--- config.mk ---
export PLATFORM = sky130hd
export DESIGN_NAME = fifo_rd_ctrl
export DESIGN_NICKNAME = d
export VERILOG_FILES = /design/src/rtl/fifo_rd_ctrl_pkg.sv /design/src/rtl/fifo_rd_ctrl_ptr_sync.sv /design/src/rtl/fifo_rd_ctrl.sv
export SDC_FILE = /design/constraint.sdc
export NUM_CORES = 1
export LEC_CHECK = 0
export CORE_ASPECT_RATIO = 0.8
export CORE_MARGIN = 4
export CORE_UTILIZATION = 39
export DETAILED_ROUTE_END_ITERATION = 12
export HOLD_SLACK_MARGIN = 0.08
export PLACE_DENSITY_LB_ADDON = 0.2
export SLEW_MARGIN = 15
export SYNTH_ARGS = -nofsm -noshare
export SYNTH_HDL_FRONTEND = slang
export SYNTH_SLANG_ARGS = --single-unit
--- constraint.sdc ---
create_clock -name R_CLK -period 2.2 [get_ports R_CLK]
set_clock_uncertainty 0.1 [all_clocks]
set_input_delay 0.44 -clock R_CLK [delete_from_list [all_inputs] [get_ports R_CLK]]
set_output_delay 0.44 -clock R_CLK [all_outputs]
set_load 0.01 [all_outputs]
--- src/rtl/fifo_rd_ctrl_pkg.sv ---
// Shared FIFO pointer helpers: pointer width derivation and Gray/binary conversion.
package fifo_pkg;

  function automatic int unsigned ptr_width(input int unsigned addr_width);
    return addr_width + 1;
  endfunction

  function automatic logic [31:0] bin2gray(input logic [31:0] b);
    return b ^ (b >> 1);
  endfunction

  // Binary bit k is the XOR of all Gray bits at or above k.
  function automatic logic [31:0] gray2bin(input logic [31:0] g);
    logic [31:0] b;
    b = g;
    for (int unsigned i = 1; i < 32; i++) begin
      b = b ^ (g >> i);
    end
    return b;
  endfunction

endpackage

--- src/rtl/fifo_rd_ctrl_ptr_sync.sv ---
// Multi-flop synchronizer for a Gray-coded pointer crossing into the local clock domain.
module ptr_sync #(
  parameter int unsigned WIDTH  = 4,
  parameter int unsigned STAGES = 2
) (
  input  logic             clk,
  input  logic             rst_n,
  input  logic [WIDTH-1:0] d,
  output logic [WIDTH-1:0] q
);

  logic [WIDTH-1:0] stage [STAGES];

  always_ff @(posedge clk) begin
    if (!rst_n) begin
      for (int unsigned i = 0; i < STAGES; i++) begin
        stage[i] <= '0;
      end
    end else begin
      stage[0] <= d;
      for (int unsigned i = 1; i < STAGES; i++) begin
        stage[i] <= stage[i-1];
      end
    end
  end

  assign q = stage[STAGES-1];

endmodule

--- src/rtl/fifo_rd_ctrl.sv ---
// Read-side controller of an asynchronous FIFO: read pointer, empty/almost-empty flags,
// read-valid strobe and sticky underflow, with the write pointer synchronized locally.
module fifo_rd_ctrl
  import fifo_pkg::*;
#(
  parameter int unsigned ADDR_WIDTH    = 3,
  parameter int unsigned SYNC_STAGES   = 2,
  parameter int unsigned AEMPTY_THRESH = 2,
  localparam int unsigned PTR_W        = ptr_width(ADDR_WIDTH)
) (
  input  logic                  R_CLK,
  input  logic                  R_RST_N,
  input  logic                  R_INC_EN,
  input  logic [PTR_W-1:0]      gray_W_ptr,
  output logic [PTR_W-1:0]      gray_R_ptr,
  output logic [ADDR_WIDTH-1:0] R_addr,
  output logic                  R_EMPTY,
  output logic                  R_AEMPTY,
  output logic                  R_VALID,
  output logic                  R_UNDERFLOW
);

  logic [PTR_W-1:0] syn_gray_W_ptr;
  logic [PTR_W-1:0] rbin;
  logic [PTR_W-1:0] rbin_next;
  logic [PTR_W-1:0] rgray_next;
  logic [PTR_W-1:0] wbin_s;
  logic [PTR_W-1:0] fill_next;
  logic             accept;
  logic             empty_next;
  logic             aempty_next;

  ptr_sync #(
    .WIDTH  (PTR_W),
    .STAGES (SYNC_STAGES)
  ) u_wptr_sync (
    .clk   (R_CLK),
    .rst_n (R_RST_N),
    .d     (gray_W_ptr),
    .q     (syn_gray_W_ptr)
  );

  // Both flags look at the post-read pointer so a final read raises them on the same edge.
  always_comb begin
    accept      = R_INC_EN & ~R_EMPTY;
    rbin_next   = rbin + {{(PTR_W-1){1'b0}}, accept};
    rgray_next  = PTR_W'(bin2gray(32'(rbin_next)));
    wbin_s      = PTR_W'(gray2bin(32'(syn_gray_W_ptr)));
    fill_next   = wbin_s - rbin_next;
    empty_next  = (rgray_next == syn_gray_W_ptr);
    aempty_next = (32'(fill_next) <= AEMPTY_THRESH);
  end

  always_ff @(posedge R_CLK) begin
    if (!R_RST_N) begin
      rbin        <= '0;
      gray_R_ptr  <= '0;
      R_EMPTY     <= 1'b1;
      R_AEMPTY    <= 1'b1;
      R_VALID     <= 1'b0;
      R_UNDERFLOW <= 1'b0;
    end else begin
      rbin        <= rbin_next;
      gray_R_ptr  <= rgray_next;
      R_EMPTY     <= empty_next;
      R_AEMPTY    <= aempty_next;
      R_VALID     <= accept;
      if (R_INC_EN & R_EMPTY) begin
        R_UNDERFLOW <= 1'b1;
      end
    end
  end

  assign R_addr = rbin[ADDR_WIDTH-1:0];

endmodule

==> impl_metrics.ini, run 1 <==
[synthesis]
synth.most_common_cell = dfxtp_1
netlist_instances = 76
synth_cell_types = 19
synth.avg_cell_area_um2 = 10.9
ys_top_cells_by_count = 19 x dfxtp_1, 17 x and2_1, 7 x xnor2_1, 7 x xor2_1, 5 x ha_1
synth-seq-cells = 19
synth_warnings = 0
async_flop_share = 0
synthFlopType = dfxtp_1
post-synth-top-area-fraction = 0.459
yosysSeqAreaShare = 0.459
syn-cell-area_um2 = 828
syn_nets = 89
synth_area_leaders = dfxtp_1 46%, and2_1 13%, ha_1 7.6%, xnor2_1 7.4%, xor2_1 7.4%
yosys.area.top_type = dfxtp_1
synth_edf_count = 0

[layout]
diodes = 0
layout-drive-gt1-share = 0.274
area_delta_synth_final_pct = 45.3
multiInputGateArea_um2 = 502
fin_nets = 120
fillers = 162
regArea_um2 = 383
stdcell_count = 130

[timing]
rsz0062_at_grt = false
tightest_slew_ps = 481
slew_viol_final = 0
fin_crit_ps = 2050
max_clock_freq_ghz = 0.487
finalCritPeriodShare = 0.934
setup_viol = 0
finalSetupTns_ps = 0
hold_violations = 0
timing.slew.headroom = 0.678

[critical_path]
crit_required_ps = 2270
critPathCaptureType = flip-flop
critPathLaunchType = primary input
path_class = in2reg
worst-path-max-fanout = 3
worstPathArrival_ps = 2130

[die]
io_pins = 18
initial_core_util = 0.426
core.rowCount = 14
die_y_um = 49.2
core_mm2 = 0.00194
dieArea_mm2 = 0.00293
die_w_um = 59.5

[grt]
grt_pass1_wl_mm = 2.39
grt_max_degree = 20
antenna_found_initial = 0
grt_pass1_vias = 542
overflow = 0
grt_usage = 0.108

[detailed_routing]
drc = 0
drt_iter0_markers = 1
routed_via_density = 4.38
vias = 569
wl_per_cell_um = 11.0
drt-total-wl_mm = 1.43
first_pass_iters = 3
ant_nets = 0

[job]
cap_violations = 0

[clock_tree]
cts_buffers = 3
cts_sinks = 19
worstSkewPairLatency_ps = 300
cts_tree = built
root_buffer = clkbuf_4
ctsLongestPathBuffers = 2
clk_pin_slew_ps = 110
ctsHtreeMaxLevel = 1
hold_buffers = 0

[placed_design]
place_congestion = 0.802
place_inst = 125
dpl.hpwl_mm = 1.10
io_buffer_count = 17

[min_path]
hp-class = reg2reg

[pwr]
p_leak_uw = 0.000508
vdd_drop_max_uv = 383
powerDensity_mw_per_mm2 = 612

[outcome]
outcome = completed
logic make-up after synthesis:
| group | after synthesis | share of synthesized area |
|---|---|---|
| DFF | 19 | 0.459 |
| AOI/OAI and AO/OA | 7 | 0.0680 |
| adders and majority gates | 6 | 0.0997 |
| muxes | 1 | 0.0121 |
| and+or+nand+nor | 23 | 0.171 |
| buffers and inverters | 5 | 0.0226 |
| xor gates and xnor gates | 15 | 0.168 |
final cells by class:
class	instances	area share
clock buffer	3	0.0187
clock inverter	1	0.00624
inverter	4	0.0125
multi-input combinational	52	0.417
sequential	19	0.318
tap	24	0.0249
timing repair buffer	27	0.203
placed cells by master, fill, tap and decap left out, types with 2 or more instances in the layout:
cell	Yosys	routed
o31ai_1	2	2
clkbuf_4	0	3
xor2_2	1	2
and2_1	17	17
buf_4	0	10
a21boi_1	2	2
dfxtp_1	19	17
xor2_1	7	6
inv_1	4	3
dfxtp_2	0	2
xnor2_1	7	6
ha_4	0	3
clkdlybuf4s50_1	0	16
per-stage QoR:
stage	hold WS, ps	cell area (µm²)	worst slack [ps]	total power (µW)	util
after floorplan	312	841	23.3	472	-
after global placement	315	1100	-408	539	0.568
after detailed placement	318	1100	-502	545	0.568
after CTS	348	1190	58.6	749	0.614
after global routing	360	1200	24.0	784	0.619
final	345	1200	146	736	0.619
state kept, by name, indices dropped and copies added (netlist names):
register           cells
R_AEMPTY               1
R_EMPTY                1
R_UNDERFLOW            1
R_VALID                1
gray_R_ptr             4
rbin                   3
u_wptr_sync.stage      8
power breakdown:
part	switching [µW]	internal (µW)
sequential	12.8	366
clock	111	69.2
combinational	72.8	105
total	196	540
metal layers:
metal / vias to the layer above / share of wire / wire (µm) / GRT usage
met4: 0 / 0 / 0 / 0.0221
met2: 16 / 0.48 / 690 / 0.180
met5: - / 0 / 0 / 0
met1: 251 / 0.44 / 624 / 0.126
met3: 0 / 0.078 / 112 / 0.0503
li1: 302 / - / - / -
critical path, cell delays in order:
cell and delay (ps):
dlygate4sd2_1 240, nor2b_4 130, ha_4 170, ha_4 270
inv_1 50, ha_1 270, nor2b_2 160, o21ai_4 120
nor3b_2 190, o31ai_1 80
path summary, 6_finish.rpt:
| path | start | to | slack (ps) | cells past startpoint |
|---|---|---|---|---|
| worst max register to register | u_wptr_sync.stage[0][7]$_SDFF_PN0_ | R_AEMPTY$_SDFF_PN1_ | 180 | 7 |
| worst max-delay path | R_INC_EN | R_AEMPTY$_SDFF_PN1_ | 150 | 10 |
| worst min register to register | u_wptr_sync.stage[0][2]$_SDFF_PN0_ | u_wptr_sync.stage[0][6]$_SDFF_PN0_ | 340 | 1 |
| worst min-delay path | u_wptr_sync.stage[0][2]$_SDFF_PN0_ | u_wptr_sync.stage[0][6]$_SDFF_PN0_ | 340 | 1 |
repair_timing:
action                                  in CTS  in global routing
endpoints found under the setup margin       1                  1
pin swaps                                    4                  0
resized for setup                           12                  4
buffers inserted                             1                  0
Power figures use the tool's default switching activity.
==> inputs of run 2 (changes only) <==
--- a/config.mk
+++ b/config.mk
@@ -9,6 +9,7 @@
 export CORE_MARGIN = 4
 export CORE_UTILIZATION = 39
 export DETAILED_ROUTE_END_ITERATION = 12
+export GPL_ROUTABILITY_DRIVEN = 0
 export HOLD_SLACK_MARGIN = 0.08
 export PLACE_DENSITY_LB_ADDON = 0.2
 export SLEW_MARGIN = 15
==> results of run 2 <==
The final DEF is identical to that of run 1; final timing and power are the same.
==> inputs of run 3 (changes only) <==
--- a/config.mk
+++ b/config.mk
@@ -6,7 +6,6 @@
 export NUM_CORES = 1
 export LEC_CHECK = 0
 export CORE_ASPECT_RATIO = 0.8
-export CORE_MARGIN = 4
 export CORE_UTILIZATION = 39
 export DETAILED_ROUTE_END_ITERATION = 12
 export GPL_ROUTABILITY_DRIVEN = 0
==> constraint.sdc (replaced) <==
create_clock -name R_CLK -period 2.2 [get_ports R_CLK]
set_clock_uncertainty 0.1 [all_clocks]
set_input_delay 0.33 -clock R_CLK [delete_from_list [all_inputs] [get_ports R_CLK]]
set_output_delay 0.33 -clock R_CLK [all_outputs]
set_load 0.01 [all_outputs]
==> impl_metrics.ini, run 3 (synthesized netlist as in run 1, its figures left out) <==
[layout]
layout-drive-gt1-share = 0.267
fin_nets = 119
top_regs = u_wptr_sync.stage: 8 flops, gray_R_ptr: 4 flops, rbin: 3 flops
area_delta_synth_final_pct = 47.3
layout_commonest_cell = and2_1
multiInputGateArea_um2 = 520
layout_common_cells = 17 x and2_1, 16 x dfxtp_1, 16 x clkdlybuf4s50_1, 9 x buf_4
largest_reg_flops = 8
diodes = 0
fillers = 170
max_flop_register = u_wptr_sync.stage
regArea_um2 = 384
final_util = 0.627

[timing]
max_clock_freq_ghz = 0.477
finalCritPeriodShare = 0.953
hold_violations = 0
tightest_slew_ps = 506
setup_viol = 0
fin_crit_ps = 2100
slew_viol_final = 0
finalWorstSetupSlack_ps = 103
rsz0062_at_grt = false
timing.slew.headroom = 0.662

[clock_tree]
worstSkewPairLatency_ps = 300
cts_sinks = 19
cts_buffers = 3
root_buffer = clkbuf_4
clk_pin_slew_ps = 120
ctsHtreeMaxLevel = 1
cts_tree = built
ctsLongestPathBuffers = 2

[pwr]
powerDensity_mw_per_mm2 = 616
vdd_drop_max_uv = 444
comb_power_share = 0.252
p_clk_frac = 0.241
p_sw_uw = 202
power_frac_seq = 0.506
internal_power_uw = 549
netSwitchingFraction = 0.269
p_leak_uw = 0.000516

[critical_path]
r2r-end = R_AEMPTY$_SDFF_PN1_
r2r-start = u_wptr_sync.stage[0][6]$_SDFF_PN0_
worst-path-max-fanout = 2
regToRegSetupSlack_ps = 100
crit_required_ps = 2310
worstPathArrival_ps = 2210
path_class = reg2reg
critPathCaptureType = flip-flop
path_depth = 7
worst-path-buf-inv = 0
worstPathCellList = xor2_4 -> xnor2_2 -> xor2_1 -> ha_1 -> fa_2 -> o21ai_1 -> o31ai_1
critPathLaunchType = flip-flop
slowest_delay_ps = 530
r2r_cells = 7
cp_top_family = adder cells
cpMaxStageDelayCell = fa_2

[placed_design]
io_buffer_count = 17
pre_cts_slack_ps = -421
dpl.hpwl_um = 996

[min_path]
holdPathEnd = R_UNDERFLOW$_SDFFE_PN0P_
hp-class = in2reg
min-delay-start = R_INC_EN
holdPathStages = 3

[detailed_routing]
drt_iter0_markers = 4
wl_met2_um = 698
wl_met1_um = 634
routed_via_density = 4.62
top_layer = met4
first_pass_iters = 2
wl_per_cell_um = 11.0
drt-total-wl_mm = 1.42
vias = 596
drc = 0
dr_wl_met3_um = 68
ant_nets = 0

[die]
initial_core_util = 0.426
core.rowCount = 14
die_w_um = 53.5
dieArea_mm2 = 0.00231
die_y_um = 43.2
core_mm2 = 0.00194
io_pins = 18

[grt]
grt_max_degree = 20
overflow = 0
grt_usage = 0.147
grt_pass1_wl_mm = 2.37
grt_pass1_vias = 553
antenna_found_initial = 0

[job]
cap_violations = 0

[outcome]
outcome = completed
[run 3: cell types whose count changed in the layout (fill, tap and decap cells not counted), sizes merged]
cell | previous run | this run
buf | 10 | 9
dlygate4sd2 | 1 | 0
dlymetal6s2s | 0 | 1
[run 3: power groups by stage]
stage               Combinational [µW]  Clock, µW  Sequential (µW)
floorplan                         80.7          0              390
global placement                   156          0              383
detailed placement                 161          0              383
CTS                                173        190              376
global route                       209        209              383
finish                             190        181              380
[run 3: worst max path at each step]
stage	start	end	slack, ps
after global routing	u_wptr_sync.stage[0][6]$_SDFF_PN0_	R_AEMPTY$_SDFF_PN1_	8
after CTS	R_INC_EN	R_AEMPTY$_SDFF_PN1_	10
after detailed placement	R_INC_EN	R_AEMPTY$_SDFF_PN1_	-420
after floorplan	R_INC_EN	R_AEMPTY$_SDFF_PN1_	50
final	u_wptr_sync.stage[0][6]$_SDFF_PN0_	R_AEMPTY$_SDFF_PN1_	100
after global placement	R_INC_EN	R_AEMPTY$_SDFF_PN1_	-340
[run 3: tightest hold or removal path, stage by stage]
cell and delay (ps):
dlymetal6s2s_1 110, a21oi_1 80, nor2b_1 90
[run 3: layer usage]
layer,vias to the layer above,GRT usage
li1,303,-
met3,2,0.0753
met4,0,0.0316
met2,16,0.228
met5,-,0
met1,275,0.179
[run 3: timing repair]
item	CTS	global route
setup buffers	1	0
setup endpoints to repair	1	1
cloned	0	0
hold buffers	0	0
pin swaps	1	3
resized for setup	7	12
[run 3: layout make-up]
class | count | share of cell area
clock buffers | 3 | 0.0185
clock inverters | 1 | 0.00615
inverters | 4 | 0.0123
multi-input cells | 52 | 0.427
flip-flops and latches | 19 | 0.315
well taps | 24 | 0.0246
repair buffers | 26 | 0.197
[run 3: per-stage QoR]
stage | instance area [µm²] | total power [µW] | TNS [ps] | hold slack [ps] | std cells
floorplan | 828 | 471 | 0 | 312 | 76
global placement | 1080 | 539 | -506 | 315 | 124
detailed placement | 1080 | 545 | -612 | 321 | 124
CTS | 1170 | 740 | 0 | 350 | 129
global route | 1220 | 801 | 0 | 257 | 129
finish | 1220 | 751 | 0 | 232 | 129
